### config.mk
export PLATFORM = sky130hd
export DESIGN_NAME = vga_timing_gen
export DESIGN_NICKNAME = d
export VERILOG_FILES = /design/src/rtl/vga_timing_gen.sv
export SDC_FILE = /design/constraint.sdc
export NUM_CORES = 1
export LEC_CHECK = 0
export CAP_MARGIN = 40
export CELL_PAD_IN_SITES_DETAIL_PLACEMENT = 2
export CELL_PAD_IN_SITES_GLOBAL_PLACEMENT = 2
export CORE_UTILIZATION = 30
export DETAILED_ROUTE_END_ITERATION = 7
export HOLD_SLACK_MARGIN = 0.03
export MAX_ROUTING_LAYER = met4
export PLACE_DENSITY_LB_ADDON = 0.1
export SLEW_MARGIN = 0
export SYNTH_ARGS = -nofsm -noshare
export SYNTH_HDL_FRONTEND = slang
export SYNTH_SLANG_ARGS = --single-unit
### constraint.sdc
create_clock -name clk -period 3.4 [get_ports clk]
set_clock_uncertainty 0.1 [all_clocks]
set_input_delay 1.02 -clock clk [delete_from_list [all_inputs] [get_ports clk]]
set_output_delay 1.02 -clock clk [all_outputs]
set_load 0.02 [all_outputs]
### src/rtl/vga_timing_gen.sv
// Parametrised raster timing generator: programmable pixel-clock divider, sync/blank decode,
// line/frame start pulses and a wrapping frame counter, all frozen while en is low.
module vga_timing_gen #(
  parameter int unsigned H_ACTIVE = 640,
  parameter int unsigned H_FP     = 16,
  parameter int unsigned H_SYNC   = 96,
  parameter int unsigned H_BP     = 48,
  parameter int unsigned V_ACTIVE = 480,
  parameter int unsigned V_FP     = 10,
  parameter int unsigned V_SYNC   = 2,
  parameter int unsigned V_BP     = 33,
  parameter int unsigned DIV      = 4,
  parameter int unsigned HS_POL   = 0,
  parameter int unsigned VS_POL   = 0,
  parameter int unsigned XW       = 10,
  parameter int unsigned YW       = 10,
  parameter int unsigned FW       = 16
) (
  input  logic          clk,
  input  logic          rst_n,
  input  logic          en,
  output logic          p_tick,
  output logic          hsync,
  output logic          vsync,
  output logic          video_on,
  output logic [XW-1:0] pixel_x,
  output logic [YW-1:0] pixel_y,
  output logic          sol,
  output logic          sof,
  output logic [FW-1:0] frame_cnt
);

  localparam int unsigned H_TOTAL = H_ACTIVE + H_FP + H_SYNC + H_BP;
  localparam int unsigned V_TOTAL = V_ACTIVE + V_FP + V_SYNC + V_BP;
  localparam int unsigned DW      = (DIV > 1) ? $clog2(DIV) : 1;

  localparam logic [DW-1:0] DIV_LAST = DW'(DIV - 1);
  localparam logic [XW-1:0] X_LAST   = XW'(H_TOTAL - 1);
  localparam logic [YW-1:0] Y_LAST   = YW'(V_TOTAL - 1);
  localparam logic [XW-1:0] X_ACT    = XW'(H_ACTIVE);
  localparam logic [YW-1:0] Y_ACT    = YW'(V_ACTIVE);
  localparam logic [XW-1:0] HS_FIRST = XW'(H_ACTIVE + H_FP);
  localparam logic [XW-1:0] HS_LAST  = XW'(H_ACTIVE + H_FP + H_SYNC - 1);
  localparam logic [YW-1:0] VS_FIRST = YW'(V_ACTIVE + V_FP);
  localparam logic [YW-1:0] VS_LAST  = YW'(V_ACTIVE + V_FP + V_SYNC - 1);
  localparam logic          HS_ON    = (HS_POL != 0);
  localparam logic          VS_ON    = (VS_POL != 0);

  logic [DW-1:0] div_q, div_d;
  logic [XW-1:0] x_q, x_d, x_nxt;
  logic [YW-1:0] y_q, y_d, y_nxt;
  logic          hs_q, hs_d, vs_q, vs_d, vo_q, vo_d;
  logic          sol_q, sol_d, sof_q, sof_d;
  logic [FW-1:0] fc_q, fc_d;

  assign p_tick    = en & (div_q == DIV_LAST);
  assign hsync     = hs_q;
  assign vsync     = vs_q;
  assign video_on  = vo_q;
  assign pixel_x   = x_q;
  assign pixel_y   = y_q;
  assign sol       = sol_q;
  assign sof       = sof_q;
  assign frame_cnt = fc_q;

  // Next raster position and its decodes, so every output lines up with the new coordinate.
  always_comb begin
    div_d = div_q;
    x_d   = x_q;
    y_d   = y_q;
    x_nxt = x_q;
    y_nxt = y_q;
    hs_d  = hs_q;
    vs_d  = vs_q;
    vo_d  = vo_q;
    fc_d  = fc_q;
    sol_d = 1'b0;
    sof_d = 1'b0;

    if (en) begin
      div_d = (div_q == DIV_LAST) ? '0 : div_q + DW'(1);
    end

    if (p_tick) begin
      if (x_q == X_LAST) begin
        x_nxt = '0;
        y_nxt = (y_q == Y_LAST) ? '0 : y_q + YW'(1);
      end else begin
        x_nxt = x_q + XW'(1);
      end
      x_d   = x_nxt;
      y_d   = y_nxt;
      hs_d  = ((x_nxt >= HS_FIRST) && (x_nxt <= HS_LAST)) ? HS_ON : ~HS_ON;
      vs_d  = ((y_nxt >= VS_FIRST) && (y_nxt <= VS_LAST)) ? VS_ON : ~VS_ON;
      vo_d  = (x_nxt < X_ACT) && (y_nxt < Y_ACT);
      sol_d = (x_nxt == '0);
      sof_d = (x_nxt == '0) && (y_nxt == '0);
      if (sof_d) begin
        fc_d = fc_q + FW'(1);
      end
    end
  end

  // Reset parks the raster on the last position so the first tick enters (0,0).
  always_ff @(posedge clk or negedge rst_n) begin
    if (!rst_n) begin
      div_q <= '0;
      x_q   <= X_LAST;
      y_q   <= Y_LAST;
      hs_q  <= ~HS_ON;
      vs_q  <= ~VS_ON;
      vo_q  <= 1'b0;
      sol_q <= 1'b0;
      sof_q <= 1'b0;
      fc_q  <= '0;
    end else begin
      div_q <= div_d;
      x_q   <= x_d;
      y_q   <= y_d;
      hs_q  <= hs_d;
      vs_q  <= vs_d;
      vo_q  <= vo_d;
      sol_q <= sol_d;
      sof_q <= sof_d;
      fc_q  <= fc_d;
    end
  end

endmodule

-- After elaboration in Yosys (flattened, before gate mapping)
Index checks and enable logic that the tools add are counted.
- flip-flop bits (word level): 43
- bits of input ports: 3
- output and inout bits: 42
- logic and storage cells: 40
- add/sub/neg operators: 4
- magnitude comparators: 6
- equal/unequal tests: 3
- multiplexer cells: 10
- bitwise gates (word level): 1
- reductions and logical operators: 7
- operators with widths (kind ; number):
    10-bit 2-to-1 mux ; 5
    10-bit by 1-bit adder with 10-bit output, second input constant ; 2
    10-bit equality test, second input constant ; 2
    10-bit logical NOT ; 2
    16-bit by 1-bit adder with 16-bit output, second input constant ; 1
    10-bit greater-or-equal comparator, second input constant ; 1
    10-bit by 9-bit greater-or-equal comparator with 1-bit output, second input constant ; 1
    10-bit less-or-equal comparator, second input constant ; 1
    10-bit by 9-bit less-or-equal comparator with 1-bit output, second input constant ; 1
    10-bit less-than comparator, second input constant ; 1
    10-bit by 9-bit less-than comparator with 1-bit output, second input constant ; 1
    1-bit logical AND ; 4
    1-bit 2-to-1 mux ; 4
    2-bit by 1-bit adder with 2-bit output, second input constant ; 1
    2-bit equality test, second input constant ; 1
    2-bit 2-to-1 mux ; 1
    2-bit AND reduction ; 1
    1-bit bitwise AND ; 1

-- Longest topological paths before layout
- word-level depth: 7
- depth in mapped cells: 12
- gate-level depth less buffers: 9

-- Worst setup path after synthesis
OpenSTA, ideal clock, no wires.
- path type: register -> register
- start: reg x_q[0] (netlist: pixel_x[0])
- end: reg fc_q[1] (netlist: frame_cnt[1])
- setup time: 0.125 ns
- arrival time: 3.090 ns
- required time: 3.175 ns
- setup slack: 0.085 ns
- cell stages (with the launch flop): 10
- path buffers: 1
- clock period less this slack: 3.315 ns
- path through: dfstp_2 > ha_1 > nand4_2 > o32ai_1 > a21oi_1 > or4b_1 > or4_1 > buf_2 > or2_4 > mux2_4
- longest elaborated chain between the ends: 6
- elaborated cells on any way between the ends: 10
- classes of those cells: add/sub (1); eq/ne (1); mux (4); reduce/logical (4)
- ends and longest elaborated chain (item ; RTL line ; source):
    start: declaration ; 50 ; logic [XW-1:0] x_q, x_d, x_nxt;
    start signal: assignment ; 108 ; x_q <= X_LAST;
    start signal: assignment ; 118 ; x_q <= x_d;
    10-bit by 1-bit adder with 10-bit output / 10-bit equality test (equally long branches) ; 89, 85 ;
    10-bit 2-to-1 mux ; 85 ; if (x_q == X_LAST) begin
    10-bit 2-to-1 mux ; 84 ; if (p_tick) begin
    10-bit logical NOT ; 97 ; sof_d = (x_nxt == '0) && (y_nxt == '0);
    1-bit logical AND * ; 97 ;
    2-bit AND reduction (no line) * ; - ;
    end signal: assignment ; 115 ; fc_q <= '0;
    end signal: assignment ; 125 ; fc_q <= fc_d;
    end: declaration ; 54 ; logic [FW-1:0] fc_q, fc_d;
Mark *: on every way between the ends. The rest lies on a longest branch, timed or not. The select of a mux whose other input is x is not followed.
A chain may end at the register's enable or synchronous reset.

-- Final worst setup path
- start: in en
- end: out p_tick
- longest elaborated chain between the ends: 1
- ends and longest elaborated chain (item ; RTL line ; source):
    start: declaration ; 21 ; input logic en,
    1-bit bitwise AND ; 56 ; assign p_tick = en & (div_q == DIV_LAST);
    end: declaration ; 22 ; output logic p_tick,
No other way between the ends.

==> run metrics <==
status=finished clean; Crit. End Element=primary output; cts bufs inserted=5; number of synthesized flops with an enable pin=0; RSZ-0062 raised after global routing=false; pre-CTS worst setup slack=-0.309 ns; largest net degree at the start of global routing=44; clk buf depth=2; asr flop ratio synth=100%; worst rel slew slack=61.2%; antenna violations before repair=0; Pleak=approximately 1.4 nW; Final Setup Violations=0; Worst path max stage delay=0.47 ns; Core Area=about 0.009 mm²; DIE WIDTH=~99 µm; kind of critical path=input pin to primary output; DRT antenna net count=0; startpoint types=input pin; Initial Utilization=a little under a third; final instance area=between 0.003 and 0.004 mm²; Max Cap Viol=0; fmax=~310 MHz; postcts setup bufs=0; DR iter-0 viols=between 60 and 70; Placed Area=around 0.0035 mm²; Via density=around 5.4; crit-path cells=clkdlybuf4s50_1, nand2_1, inv_2, buf_4, dlygate4sd2_1; post-synthesis cell area=about 0.0028 mm²; CTS root buffer=clkbuf_8; first-pass GRT wire length=14,300 µm; full die area=around 0.0099 mm²; fin worst setup slack=between 0.1 and 0.15 ns; Avg Cell Area, Syn=around 9.4 µm²; Main synth FF type=dfrtp_1; layout cells sized above 1=roughly a fifth; Reg clk slew, reported paths=about 0.10 ns; worst min path class=register to register; dpl cells=459; CTS Hold Bufs=0; post-synthesis sequential area ratio=38.4%; Cells after Synth=just over 300; Clock Sinks=43; die height=slightly below 100 µm; synthesized flop and latch total=43; Mapped Nets=313; worst endpoint required time=around 2.3 ns; vias in the first global route=2,702; Finished Layout Cells=about 470; Routed WL per cell=about 18 µm; number of core rows=35; Hold WS=0.398 ns; Slowest cell on crit path=clkdlybuf4s50_1; final design utilization=roughly two fifths; Final nets=approximately 370; Pwr Density=354 mW/mm²; IO Count=45; clk_lat worst skew=around 0.3 ns; drt pass-1 iters=4; Max VDD drop=about 0.00019 V; H-tree depth=2; GR Overflow Total=0; Tot GR Track Use=a little under a fifth; PortBufs=44; GP Congestion=approximately 0.81; DRC viols=0; crit path DAT=about 2.1 ns; Pins Over Slew Limit=0; Layout area overhead=25.7%; Ys Warns=0; Distinct cells, synth=64; minimum clock period=approximately 3.3 ns; CTS tree=done; antenna diode count=0; WL final=about 8300 µm; final period utilization=between 90 and 100%; Hold Vio Cnt, Final=0; Worst-Margin Slew=~0.58 ns; post-DP HPWL=slightly above 6000 µm; DR vias=around 2,500; critical path fanouts, max=3
[Yosys cell counts, drive strengths merged, types with 2 or more instances]
cell type | number | share of area (%)
inv | 7 | 0.92
nand4 | 5 | 1.8
clkbuf | 10 | 1.7
dfrtp | 31 | 27
nand2 | 32 | 4.2
a41oi | 3 | 0.92
nor4 | 9 | 2.5
o211ai | 2 | 0.53
mux2 | 3 | 1.3
dfstp | 12 | 11
ha | 7 | 3.1
and3 | 4 | 0.88
a31oi | 4 | 0.88
nor2b | 2 | 0.44
o31ai | 8 | 2.1
buf | 13 | 3.3
a21oi | 8 | 1.4
o2111ai | 2 | 0.62
or4 | 2 | 0.66
xnor2 | 9 | 2.8
or3 | 3 | 0.88
nand3 | 18 | 3.2
nor3 | 19 | 5.3
a211oi | 2 | 0.53
o21ai | 22 | 3.9
o21a | 2 | 0.53
or2 | 2 | 0.53
xor2 | 21 | 6.5
and4 | 5 | 1.5
nor2 | 15 | 2.0
[layer usage]
metal	wire length (µm)	GRT usage (%)	share of wire, %	up-vias
met3	147	2.53	1.8	6
li1	-	-	-	1200
met5	0	-	0	-
met1	4010	24.7	48	1274
met2	4060	30.6	49	35
met4	84	4.86	1.0	0
[state kept, by name, summed over array words and instances, names as in the netlist]
register,flops
div_q,2
video_on,1
pixel_x,10
frame_cnt,16
sof,1
pixel_y,10
sol,1
vsync,1
hsync,1
[final timing paths]
path	to	slack (ns)	cells after the start	startpoint
setup / recovery	p_tick	0.15	5	en
min in group asynchronous	frame_cnt[13]$_DFFE_PN0P_	0.69	2	rst_n
setup reg to reg	frame_cnt[10]$_DFFE_PN0P_	0.27	9	pixel_x[0]$_DFFE_PN1P_
hold reg to reg	frame_cnt[15]$_DFFE_PN0P_	0.40	1	frame_cnt[15]$_DFFE_PN0P_
max in group asynchronous	frame_cnt[3]$_DFFE_PN0P_	2.11	2	rst_n
hold / removal	frame_cnt[15]$_DFFE_PN0P_	0.40	1	frame_cnt[15]$_DFFE_PN0P_
[power breakdown]
group / total (mW) / internal (mW) / switching (mW)
clock network: 0.343 / 0.143 / 0.200
registers: 0.612 / 0.567 / 0.0453
logic: 0.309 / 0.131 / 0.178
total: 1.26 / 0.841 / 0.423
[cells by family (layout without fill, tap and decap cells)]
| group | after synthesis | count (layout) | synth area share [%] |
|---|---|---|---|
| AOI/OAI and AO/OA | 65 | 65 | 15.4 |
| xor gates and xnor gates | 30 | 30 | 9.24 |
| DFF | 43 | 43 | 38.4 |
| adders and majority gates | 7 | 7 | 3.08 |
| muxes | 3 | 3 | 1.32 |
| and+or+nand+nor | 125 | 125 | 26.8 |
| buffers and inverters | 30 | 83 | 5.89 |
[per-stage QoR]
| step | setup TNS [ns] | total power, mW |
|---|---|---|
| final | 0 | 1.26 |
| after global placement | -2.41 | 0.929 |
| after CTS | 0 | 1.29 |
| after global routing | 0 | 1.34 |
| after detailed placement | -3.45 | 0.940 |
| after floorplan | 0 | 0.780 |
[cell type report]
cell class,count,area (µm²)
fill,1047,5620
inverter,7,26.3
sequential,43,1090
clock buffer,5,68.8
timing repair buffer,68,627
multi-input combinational,230,1600
tap,111,139
clock inverter,3,20.0
[worst max-delay path: cells and delay by family]
kind | cells | cell delay [ns]
buf+inv | 4 | 1.02
simple gates | 1 | 0.08
[timing repair]
action / in CTS / in global routing
setup endpoints to repair: 1 / 8
cloned: 0 / 0
pin swaps: 0 / 0
resized for setup: 1 / 4
endpoints found under the hold margin: 0 / 0
[layout by cell type, fill, tap and decap left out, types with 4 or more instances in the layout]
master,instances
a31oi_1,4
dfrtp_1,31
nor3_2,11
and4_1,5
nor3_1,8
a21oi_1,8
nor4_1,5
and3_1,4
dfstp_2,12
clkdlybuf4s50_1,42
nand3_1,18
ha_1,7
buf_4,23
o21ai_0,22
xor2_1,21
inv_1,6
o31ai_1,8
xnor2_1,9
clkbuf_8,5
nand2_1,32
nor2_1,15
Note: power is estimated with default switching activity, not from simulation.
